[src/rtl/rapid_pkg.sv]
// Shared types and widths for the RAPID core pipeline.
// Holds the datapath width and the execute-to-memory control bundle.
package rapid_pkg;

   localparam int XLEN = 32;

   typedef struct packed {
      logic       mem;
      logic       iop;
      logic [2:0] fcs_opcode;
      logic [4:0] rd;
   } control_mem_s;

endpackage

[src/rtl/memory_access.sv]
// Memory-access stage: passes ALU results through, runs loads/stores on
// a req/ack data bus with timeout, and reports misaligned/illegal/timeout.
// Ports: i_clk, i_rst_n, i_valid/o_ready handshake, i_control_signal,
//   i_rd_output (addr or result), i_rs2 (store data), o_dmem_* / i_dmem_*
//   bus, o_wb_* writeback pulse, o_exc/o_exc_cause exception pulse.
module memory_access
   import rapid_pkg::*;
#(
   parameter int          XLEN        = rapid_pkg::XLEN,
   parameter int unsigned MEM_TIMEOUT = 64
) (
   input  logic             i_clk,
   input  logic             i_rst_n,
   input  logic             i_valid,
   output logic             o_ready,
   input  control_mem_s     i_control_signal,
   input  logic [XLEN-1:0]  i_rd_output,
   input  logic [XLEN-1:0]  i_rs2,
   output logic             o_dmem_req,
   output logic             o_dmem_we,
   output logic [XLEN-1:0]  o_dmem_addr,
   output logic [XLEN-1:0]  o_dmem_wdata,
   output logic [3:0]       o_dmem_be,
   input  logic             i_dmem_ack,
   input  logic [XLEN-1:0]  i_dmem_rdata,
   output logic             o_wb_valid,
   output logic             o_wb_we,
   output logic [4:0]       o_wb_rd,
   output logic [XLEN-1:0]  o_wb_data,
   output logic             o_exc,
   output logic [1:0]       o_exc_cause
);

   localparam int CW = $clog2(MEM_TIMEOUT + 1);
   localparam logic [CW-1:0] LAST = CW'(MEM_TIMEOUT - 1);

   typedef enum logic {IDLE, BUS} state_e;

   state_e            state_q, state_d;
   logic [CW-1:0]     cnt_q, cnt_d;
   logic [XLEN-1:0]   addr_q, addr_d;
   logic [XLEN-1:0]   wdata_q, wdata_d;
   logic [3:0]        be_q, be_d;
   logic              we_q, we_d;
   logic [1:0]        off_q, off_d;
   logic [2:0]        fcs_q, fcs_d;
   logic [4:0]        rd_q, rd_d;
   logic              wb_valid_q, wb_valid_d;
   logic              wb_we_q, wb_we_d;
   logic [4:0]        wb_rd_q, wb_rd_d;
   logic [XLEN-1:0]   wb_data_q, wb_data_d;
   logic              exc_q, exc_d;
   logic [1:0]        cause_q, cause_d;

   control_mem_s      ctl;
   logic [XLEN-1:0]   a;
   logic              legal;
   logic              misal;
   logic [XLEN-1:0]   ld_sh;
   logic [XLEN-1:0]   ld_val;

   assign ctl = i_control_signal;
   assign a   = i_rd_output;

   always_comb begin
      legal = 1'b0;
      if (ctl.iop) begin
         legal = (ctl.fcs_opcode[2] == 1'b0) && (ctl.fcs_opcode[1:0] != 2'b11);
      end else begin
         legal = (ctl.fcs_opcode[1:0] != 2'b11) && (ctl.fcs_opcode != 3'b110);
      end
      misal = 1'b0;
      if (ctl.fcs_opcode[1:0] == 2'b01) begin
         misal = a[0];
      end else if (ctl.fcs_opcode[1:0] == 2'b10) begin
         misal = (a[1:0] != 2'b00);
      end
   end

   // Halves are always 2-byte aligned here, so one byte-offset shift
   // serves both byte and half extraction.
   always_comb begin
      ld_sh  = i_dmem_rdata >> {off_q, 3'b000};
      ld_val = i_dmem_rdata;
      unique case (fcs_q[1:0])
         2'b00: ld_val = {{(XLEN-8){ld_sh[7] & ~fcs_q[2]}}, ld_sh[7:0]};
         2'b01: ld_val = {{(XLEN-16){ld_sh[15] & ~fcs_q[2]}}, ld_sh[15:0]};
         default: ld_val = i_dmem_rdata;
      endcase
   end

   always_comb begin
      state_d    = state_q;
      cnt_d      = cnt_q;
      addr_d     = addr_q;
      wdata_d    = wdata_q;
      be_d       = be_q;
      we_d       = we_q;
      off_d      = off_q;
      fcs_d      = fcs_q;
      rd_d       = rd_q;
      wb_valid_d = 1'b0;
      wb_we_d    = 1'b0;
      wb_rd_d    = '0;
      wb_data_d  = '0;
      exc_d      = 1'b0;
      cause_d    = 2'b00;
      unique case (state_q)
         IDLE: begin
            if (i_valid) begin
               wb_rd_d = ctl.rd;
               if (!ctl.mem) begin
                  wb_valid_d = 1'b1;
                  wb_we_d    = (ctl.rd != 5'd0);
                  wb_data_d  = a;
               end else if (!legal) begin
                  wb_valid_d = 1'b1;
                  exc_d      = 1'b1;
                  cause_d    = 2'b11;
               end else if (misal) begin
                  wb_valid_d = 1'b1;
                  exc_d      = 1'b1;
                  cause_d    = 2'b01;
               end else begin
                  state_d = BUS;
                  cnt_d   = '0;
                  addr_d  = {a[XLEN-1:2], 2'b00};
                  off_d   = a[1:0];
                  fcs_d   = ctl.fcs_opcode;
                  rd_d    = ctl.rd;
                  we_d    = ctl.iop;
                  be_d    = 4'b1111;
                  wdata_d = '0;
                  if (ctl.iop) begin
                     unique case (ctl.fcs_opcode[1:0])
                        2'b00: begin
                           be_d    = 4'b0001 << a[1:0];
                           wdata_d = {(XLEN/8){i_rs2[7:0]}};
                        end
                        2'b01: begin
                           be_d    = a[1] ? 4'b1100 : 4'b0011;
                           wdata_d = {(XLEN/16){i_rs2[15:0]}};
                        end
                        default: wdata_d = i_rs2;
                     endcase
                  end
               end
            end
         end
         BUS: begin
            if (i_dmem_ack || cnt_q == LAST) begin
               state_d    = IDLE;
               wb_valid_d = 1'b1;
               wb_rd_d    = rd_q;
               addr_d     = '0;
               wdata_d    = '0;
               be_d       = '0;
               we_d       = 1'b0;
               // An ack in the final counted cycle beats the timeout.
               if (i_dmem_ack) begin
                  if (!we_q) begin
                     wb_we_d   = (rd_q != 5'd0);
                     wb_data_d = ld_val;
                  end
               end else begin
                  exc_d   = 1'b1;
                  cause_d = 2'b10;
               end
            end else begin
               cnt_d = cnt_q + CW'(1);
            end
         end
         default: state_d = IDLE;
      endcase
   end

   always_ff @(posedge i_clk or negedge i_rst_n) begin
      if (!i_rst_n) begin
         state_q    <= IDLE;
         cnt_q      <= '0;
         addr_q     <= '0;
         wdata_q    <= '0;
         be_q       <= '0;
         we_q       <= 1'b0;
         off_q      <= '0;
         fcs_q      <= '0;
         rd_q       <= '0;
         wb_valid_q <= 1'b0;
         wb_we_q    <= 1'b0;
         wb_rd_q    <= '0;
         wb_data_q  <= '0;
         exc_q      <= 1'b0;
         cause_q    <= '0;
      end else begin
         state_q    <= state_d;
         cnt_q      <= cnt_d;
         addr_q     <= addr_d;
         wdata_q    <= wdata_d;
         be_q       <= be_d;
         we_q       <= we_d;
         off_q      <= off_d;
         fcs_q      <= fcs_d;
         rd_q       <= rd_d;
         wb_valid_q <= wb_valid_d;
         wb_we_q    <= wb_we_d;
         wb_rd_q    <= wb_rd_d;
         wb_data_q  <= wb_data_d;
         exc_q      <= exc_d;
         cause_q    <= cause_d;
      end
   end

   assign o_ready      = (state_q == IDLE);
   assign o_dmem_req   = (state_q == BUS);
   assign o_dmem_we    = we_q;
   assign o_dmem_addr  = addr_q;
   assign o_dmem_wdata = wdata_q;
   assign o_dmem_be    = be_q;
   assign o_wb_valid   = wb_valid_q;
   assign o_wb_we      = wb_we_q;
   assign o_wb_rd      = wb_rd_q;
   assign o_wb_data    = wb_data_q;
   assign o_exc        = exc_q;
   assign o_exc_cause  = cause_q;

endmodule

[config.mk]
export PLATFORM = sky130hd
export DESIGN_NAME = memory_access
export DESIGN_NICKNAME = d
export VERILOG_FILES = /design/src/rtl/rapid_pkg.sv /design/src/rtl/memory_access.sv
export SDC_FILE = /design/constraint.sdc
export NUM_CORES = 1
export LEC_CHECK = 0
export BUFFER_PORTS_ARGS = -buffer_cell sky130_fd_sc_hd__buf_4
export CAP_MARGIN = 25
export CORE_MARGIN = 3
export CORE_UTILIZATION = 52
export CTS_CLUSTER_DIAMETER = 60
export DETAILED_ROUTE_END_ITERATION = 8
export GPL_TIMING_DRIVEN = 0
export HOLD_SLACK_MARGIN = 0.1
export MAX_ROUTING_LAYER = met4
export PLACE_DENSITY = 0.85
export SYNTH_ARGS = -nofsm -noshare
export SYNTH_HDL_FRONTEND = slang
export SYNTH_SLANG_ARGS = --single-unit
[constraint.sdc]
create_clock -name i_clk -period 3.5 [get_ports i_clk]
set_input_delay 0.175 -clock i_clk [delete_from_list [all_inputs] [get_ports i_clk]]
set_output_delay 0.175 -clock i_clk [all_outputs]
set_load 0.02 [all_outputs]
Word level (Yosys, flattened, before mapping)
Index checks and enable logic that the tools add are counted.
{"block": "word_totals", "register_bits": 129, "latchBits": 0, "romBits": 0, "input_bits": 110, "mem_count": 0, "ramBits": 0, "out_inout_bits": 113, "word_cells": 124}
{"block": "classes", "n_eq_ne": 12, "shift": 2, "muxes": 77, "bitwise_logic": 6, "n_lt_le_gt_ge": 0, "n_mul": 0, "n_addsub": 1, "reduce_logical": 11, "n_div": 0}
{"cell": "two-way mux 32 bit", "n": 15}
{"cell": "one-hot mux 32 bit (2 select lines)", "n": 5}
{"cell": "two-way mux 7 bit", "n": 5}
{"cell": ">> shifter 32 x 5 -> 16 bit", "n": 1}
{"cell": "two-way mux 1 bit", "n": 28}
{"cell": "two-way mux 4 bit", "n": 7}
{"cell": "one-hot mux 4 bit (2 select lines)", "n": 2}
{"cell": "AND reduction 5 bit", "n": 3}
{"cell": "one-hot mux 7 bit (2 select lines)", "n": 1}
{"cell": "two-way mux 2 bit", "n": 5}
{"cell": "two-way mux 5 bit", "n": 2}
{"cell": "one-hot mux 1 bit (2 select lines)", "n": 5}
{"cell": "one-hot mux 5 bit (2 select lines)", "n": 1}
{"cell": "nonzero test 5 bit", "n": 2}
{"cell": "!= test 2 bit, second input constant", "n": 4}
{"cell": "adder 7 x 1 -> 7 bit, second input constant", "n": 1}
{"cell": "== test 7 x 6 -> 1 bit, second input constant", "n": 1}
{"cell": "!= test 2 x 1 -> 1 bit, second input constant", "n": 3}
{"cell": "== test 2 x 1 -> 1 bit, second input constant", "n": 2}
{"cell": "logical NOT 2 bit", "n": 2}
{"cell": "NOT 1 bit", "n": 4}
{"cell": "one-hot mux 2 bit (2 select lines)", "n": 1}
{"cell": "<< shifter 1 x 2 -> 4 bit, first input constant", "n": 1}
{"cell": "!= test 3 bit, second input constant", "n": 1}
{"cell": "5 further kinds", "n": 7}

Logic depth before layout (Yosys ltp)
{"block": "depth", "word_depth": 8, "mapped_depth": 7, "depth_no_buf": 5}

Least setup slack after synthesis
No wires, ideal clock.
{"block": "synth_path", "path_kind": "register to register", "startpoint": "register state_q (netlist: o_dmem_req)", "endpoint": "register cnt_q[5]", "synth_period_minus_slack_ns": 1.726, "slack_ns": 1.774, "required_time_ns": 3.432, "path_buffers": 2, "setup_time_ns": 0.068, "t_arrival_ns": 1.659, "path_stages_with_launch": 7, "path_cell_list": "dfrtp_1 > buf_2 > and3b_1 > o21a_1 > buf_2 > or4b_1 > nand2_1"}
{"block": "synth_between", "elab_chain_cells": 3, "elab_cells_between_ends": 8, "classes_between": "5 x eq/ne; 1 x mux; 1 x bitwise; 1 x reduce/logical"}
{"element": "start, declared", "line": "memory_access.sv:39", "rtl": "state_e state_q, state_d;"}
{"element": "start signal, assigned", "line": "memory_access.sv:195", "rtl": "state_q <= state_d;"}
{"element": "NOT 1 bit (no source line)"}
{"element": "!= test 2 bit (no source line) / != test 2 x 1 -> 1 bit (equally long branches)"}
{"element": "AND reduction 5 bit (no source line)"}
{"element": "end signal, assigned", "line": "memory_access.sv:196", "rtl": "cnt_q <= cnt_d;"}
{"element": "end, declared", "line": "memory_access.sv:40", "rtl": "logic [CW-1:0] cnt_q, cnt_d;"}
Parallel ways exist; a longest one is shown, timed or not.
A chain may end at the register's enable or synchronous reset.

Worst setup path after layout
{"block": "layout_path", "startpoint": "register state_q (netlist: o_dmem_req)", "endpoint": "register wb_data_q[9] (netlist: o_wb_data[9])"}
{"block": "layout_between", "elab_chain_cells": 2}
{"element": "NOT 1 bit (no source line)"}
{"element": "one-hot mux 32 bit (2 select lines) *", "line": "memory_access.sv:108", "rtl": "unique case (state_q)"}
{"element": "via wb_data_d[9]", "line": "memory_access.sv:51", "rtl": "logic [XLEN-1:0] wb_data_q, wb_data_d;"}
{"element": "end signal, assigned", "line": "memory_access.sv:207", "rtl": "wb_data_q <= wb_data_d;"}
{"element": "end, declared", "line": "memory_access.sv:51"}
The timed path passes the listed nets; every way through them passes the cells marked *.

==> flow_metrics.tcl <==
set metrics [dict create \
    drive_gt1_share_pct 31.46 \
    critPathRequiredTime_ns 3.95 \
    start_util_pct 54.03 \
    cellLeakagePower_nw 4.595 \
    dpl.cell_count 863 \
    fin_ws_ns 0.4372 \
    worst_hold_slack_ns 0.1539 \
    gp_congestion 0.8892 \
    n_fill_cell 478 \
    slew_headroom_pct 48.57 \
    final.period_utilization_pct 87.51 \
    crit_chain "buf_2 > nand2b_1 > nor2_1 > clkbuf_1 > a22oi_1 > dlygate4sd3_1 > o21ai_1 > dlygate4sd3_1" \
    max_stage_delay_ns 0.60 \
    cts_hold_buf 112 \
    die_h_um 110.0 \
    coreArea_sq_um 10420 \
    cts_resized 0 \
    fin_nets 969 \
    hold_path_class "in2reg" \
    skew_ns 0.01749 \
    critical-path-top-delay-family "buffers and inverters" \
    yosysTopAreaCell "dfrtp_1" \
    cts.sinks 127 \
    yosysWarnings 0 \
    cp_common_cell "dlygate4sd3_1" \
    critPathKind "reg2reg" \
    power_mw 4.775 \
    cts_root_buf "clkbuf_8" \
    fp.dieW_um 110.0 \
    slew_violations 0 \
    cts_tree "built" \
    finalNonFillerCells 1007 \
    synth.avg_cell_area_sq_um 11.12 \
    cap_violations 0 \
    clk_path_buf_depth 2 \
    totalWireLength_um 22190 \
    hold_violations 0 \
    status "finished clean" \
    synth_top_area_share_pct 56.47 \
    cts_setup_buffers 0 \
    vias_per_cell 6.089 \
    clk_latency_ns 0.52 \
    ir_drop_v 0.0003293 \
    row_count 37 \
    rsz0062_at_grt "no" \
    setup_viol 0 \
    routedWlPerCell_um 22.04 \
    synth_edf_count 0 \
    num_io_pins 223 \
    async_reset_ff_share_pct 100.0 \
    route.detailed.drc 0 \
    cts_made_buffers 17 \
    grt_max_degree 69 \
    cp_max_fo 10 \
    drt_iter0_drc 489 \
    fmax_mhz 326.5 \
    firstDrtPassIters 5 \
    fin_crit_ns 3.063 \
    cp.arrival_ns 3.51 \
    tightest_slew_ns 0.7687 \
    postRouteAntennaNets 0 \
    start_kind "flip-flop" \
    synth_ff_type "dfrtp_1" \
    crit_slowest_cell "dlygate4sd3_1" \
    grt.total_usage_pct 37.93 \
    place_hpwl_um 13310 \
    crit_path_end_kind "flip-flop" \
    final_util_pct 87.66 \
    synth_area_leaders "dfrtp_1, a22o_1, mux2i_1, nand2_1, a22oi_1" \
    antenna_found_initial 0 \
    clkTransAtPathRegs_ns 0.06 \
    die-area_sq_um 12110 \
    post-place-ws_ns 1.421 \
    ys_seq_area_share_pct 56.47 \
    first_global_vias 6435 \
    grt_pass1_wl_um 33590 \
    critical_path_buf_inv_count 4 \
    num_antenna_cells 0 \
    fin_setup_tns_ns 0 \
    htreeDepth 4 \
    power.density_nw_per_um2 522.9 \
    syn-cell-area_sq_um 5628 \
    placed_area_sq_um 7477 \
    area_growth_pct 62.25 \
    gr-total-overflow 0 \
    port_buffers 219 \
    yosysUniqueCellTypes 48 \
    vias 6132 \
    fin_area_sq_um 9131 \
    synth_seq_cells 127 \
    netlist_instances 506 \
]
-- worst paths after layout --
| path | startpoint | to | slack [ns] | cells past startpoint |
|---|---|---|---|---|
| worst max register to register | o_dmem_req | o_wb_data[9] | 0.44 | 8 |
| max in group asynchronous | i_rst_n | fcs_q[0] | 2.59 | 3 |
| worst max-delay path | o_dmem_req | o_wb_data[9] | 0.44 | 8 |
| worst min-delay path | i_control_signal[8] | o_exc_cause[1] | 0.15 | 3 |
| worst min register to register | o_dmem_wdata[18] | o_dmem_wdata[18] | 0.50 | 1 |
| min in group asynchronous | i_rst_n | o_wb_data[5] | 0.20 | 2 |
-- logic make-up after synthesis --
family          share of synthesized area [%]
mux                                     5.202
other cells                           0.06663
fa+ha+maj                              0.2223
flops                                   56.47
simple gates                            10.49
xor+xnor                               0.1557
buf+inv                                 3.579
compound gates                          23.81
-- cell usage after synthesis (2+ instances only) --
| master | number |
|---|---|
| dfrtp_1 | 127 |
| a22o_1 | 59 |
| nand2_1 | 56 |
| o21ai_0 | 29 |
| mux2i_1 | 27 |
| a22oi_1 | 23 |
| o21ai_1 | 22 |
| nand2b_1 | 21 |
| a21oi_1 | 19 |
| buf_2 | 17 |
| clkbuf_1 | 15 |
| nor2_1 | 13 |
| inv_1 | 9 |
| o2bb2ai_1 | 9 |
| o211a_1 | 7 |
| nand3_1 | 5 |
| nor2b_1 | 5 |
| or4_1 | 5 |
| a221o_1 | 3 |
| buf_4 | 3 |
| o211ai_1 | 3 |
| nand3b_1 | 2 |
| or2_2 | 2 |
-- per-layer routing --
metal | track usage [%] | wire length [um] | part of all wire (%) | vias to the layer above
met3 | 8.736 | 2290 | 10 | 95
li1 | - | - | - | 2572
met1 | 42.12 | 7584 | 34 | 2998
met4 | 17.99 | 1073 | 4.8 | 0
met2 | 64.69 | 11240 | 51 | 467
met5 | - | 0 | 0 | -
-- state kept, by name, summed over array words and instances, names as in the netlist --
signal        cells
o_dmem_wdata     32
o_wb_data        32
o_dmem_addr      30
cnt_q             7
o_wb_rd           5
rd_q              5
o_dmem_be         4
fcs_q             3
o_exc_cause       2
off_q             2
o_dmem_req        1
o_dmem_we         1
o_exc             1
o_wb_valid        1
o_wb_we           1
-- worst reg2reg max path: stages, from the launching register on --
cell and delay, ns:
dfrtp_1 0.38, buf_2 0.17, nand2b_1 0.16, nor2_1 0.46
clkbuf_1 0.48, a22oi_1 0.12, dlygate4sd3_1 0.60, o21ai_1 0.07
dlygate4sd3_1 0.56
-- cell usage in the layout, fill, tap and decap left out, drive strengths merged, types with 2 or more instances in the layout --
cell and count:
nand2b 21, o211ai 4, a221o 3, or4 5, nand3b 2, a22o 59
o211a 7, o21ai 51, nor2b 5, clkbuf 37, nand3 5, and2 2
o2bb2ai 9, inv 9, buf 241, conb 2, nor2 13, a221oi 2
nand2 56, clkinvlp 3, or2 2, dfrtp 127, a22oi 23, dlygate4sd3 112
clkinv 6, a21oi 19, mux2i 27
-- power breakdown --
| group | internal (mW) | switching, mW | leakage, nW | total, mW |
|---|---|---|---|---|
| Sequential | 1.67 | 0.144 | 1.68 | 1.82 |
| Clock | 0.956 | 0.652 | 0.255 | 1.61 |
| Combinational | 0.617 | 0.732 | 2.66 | 1.35 |
-- layout make-up --
type                    instances  area (sq um)  area share, %
clock inverters                10         90.09         0.9866
clock buffers                  22         442.9          4.851
flip-flops and latches        127          3178          34.80
multi-input cells             335          2252          24.66
well taps                     136         170.2          1.864
plain buffers                  36         167.7          1.836
repair buffers                332          2796          30.62
inverters                       9         33.78         0.3700
(Power assumes the default switching activity.)
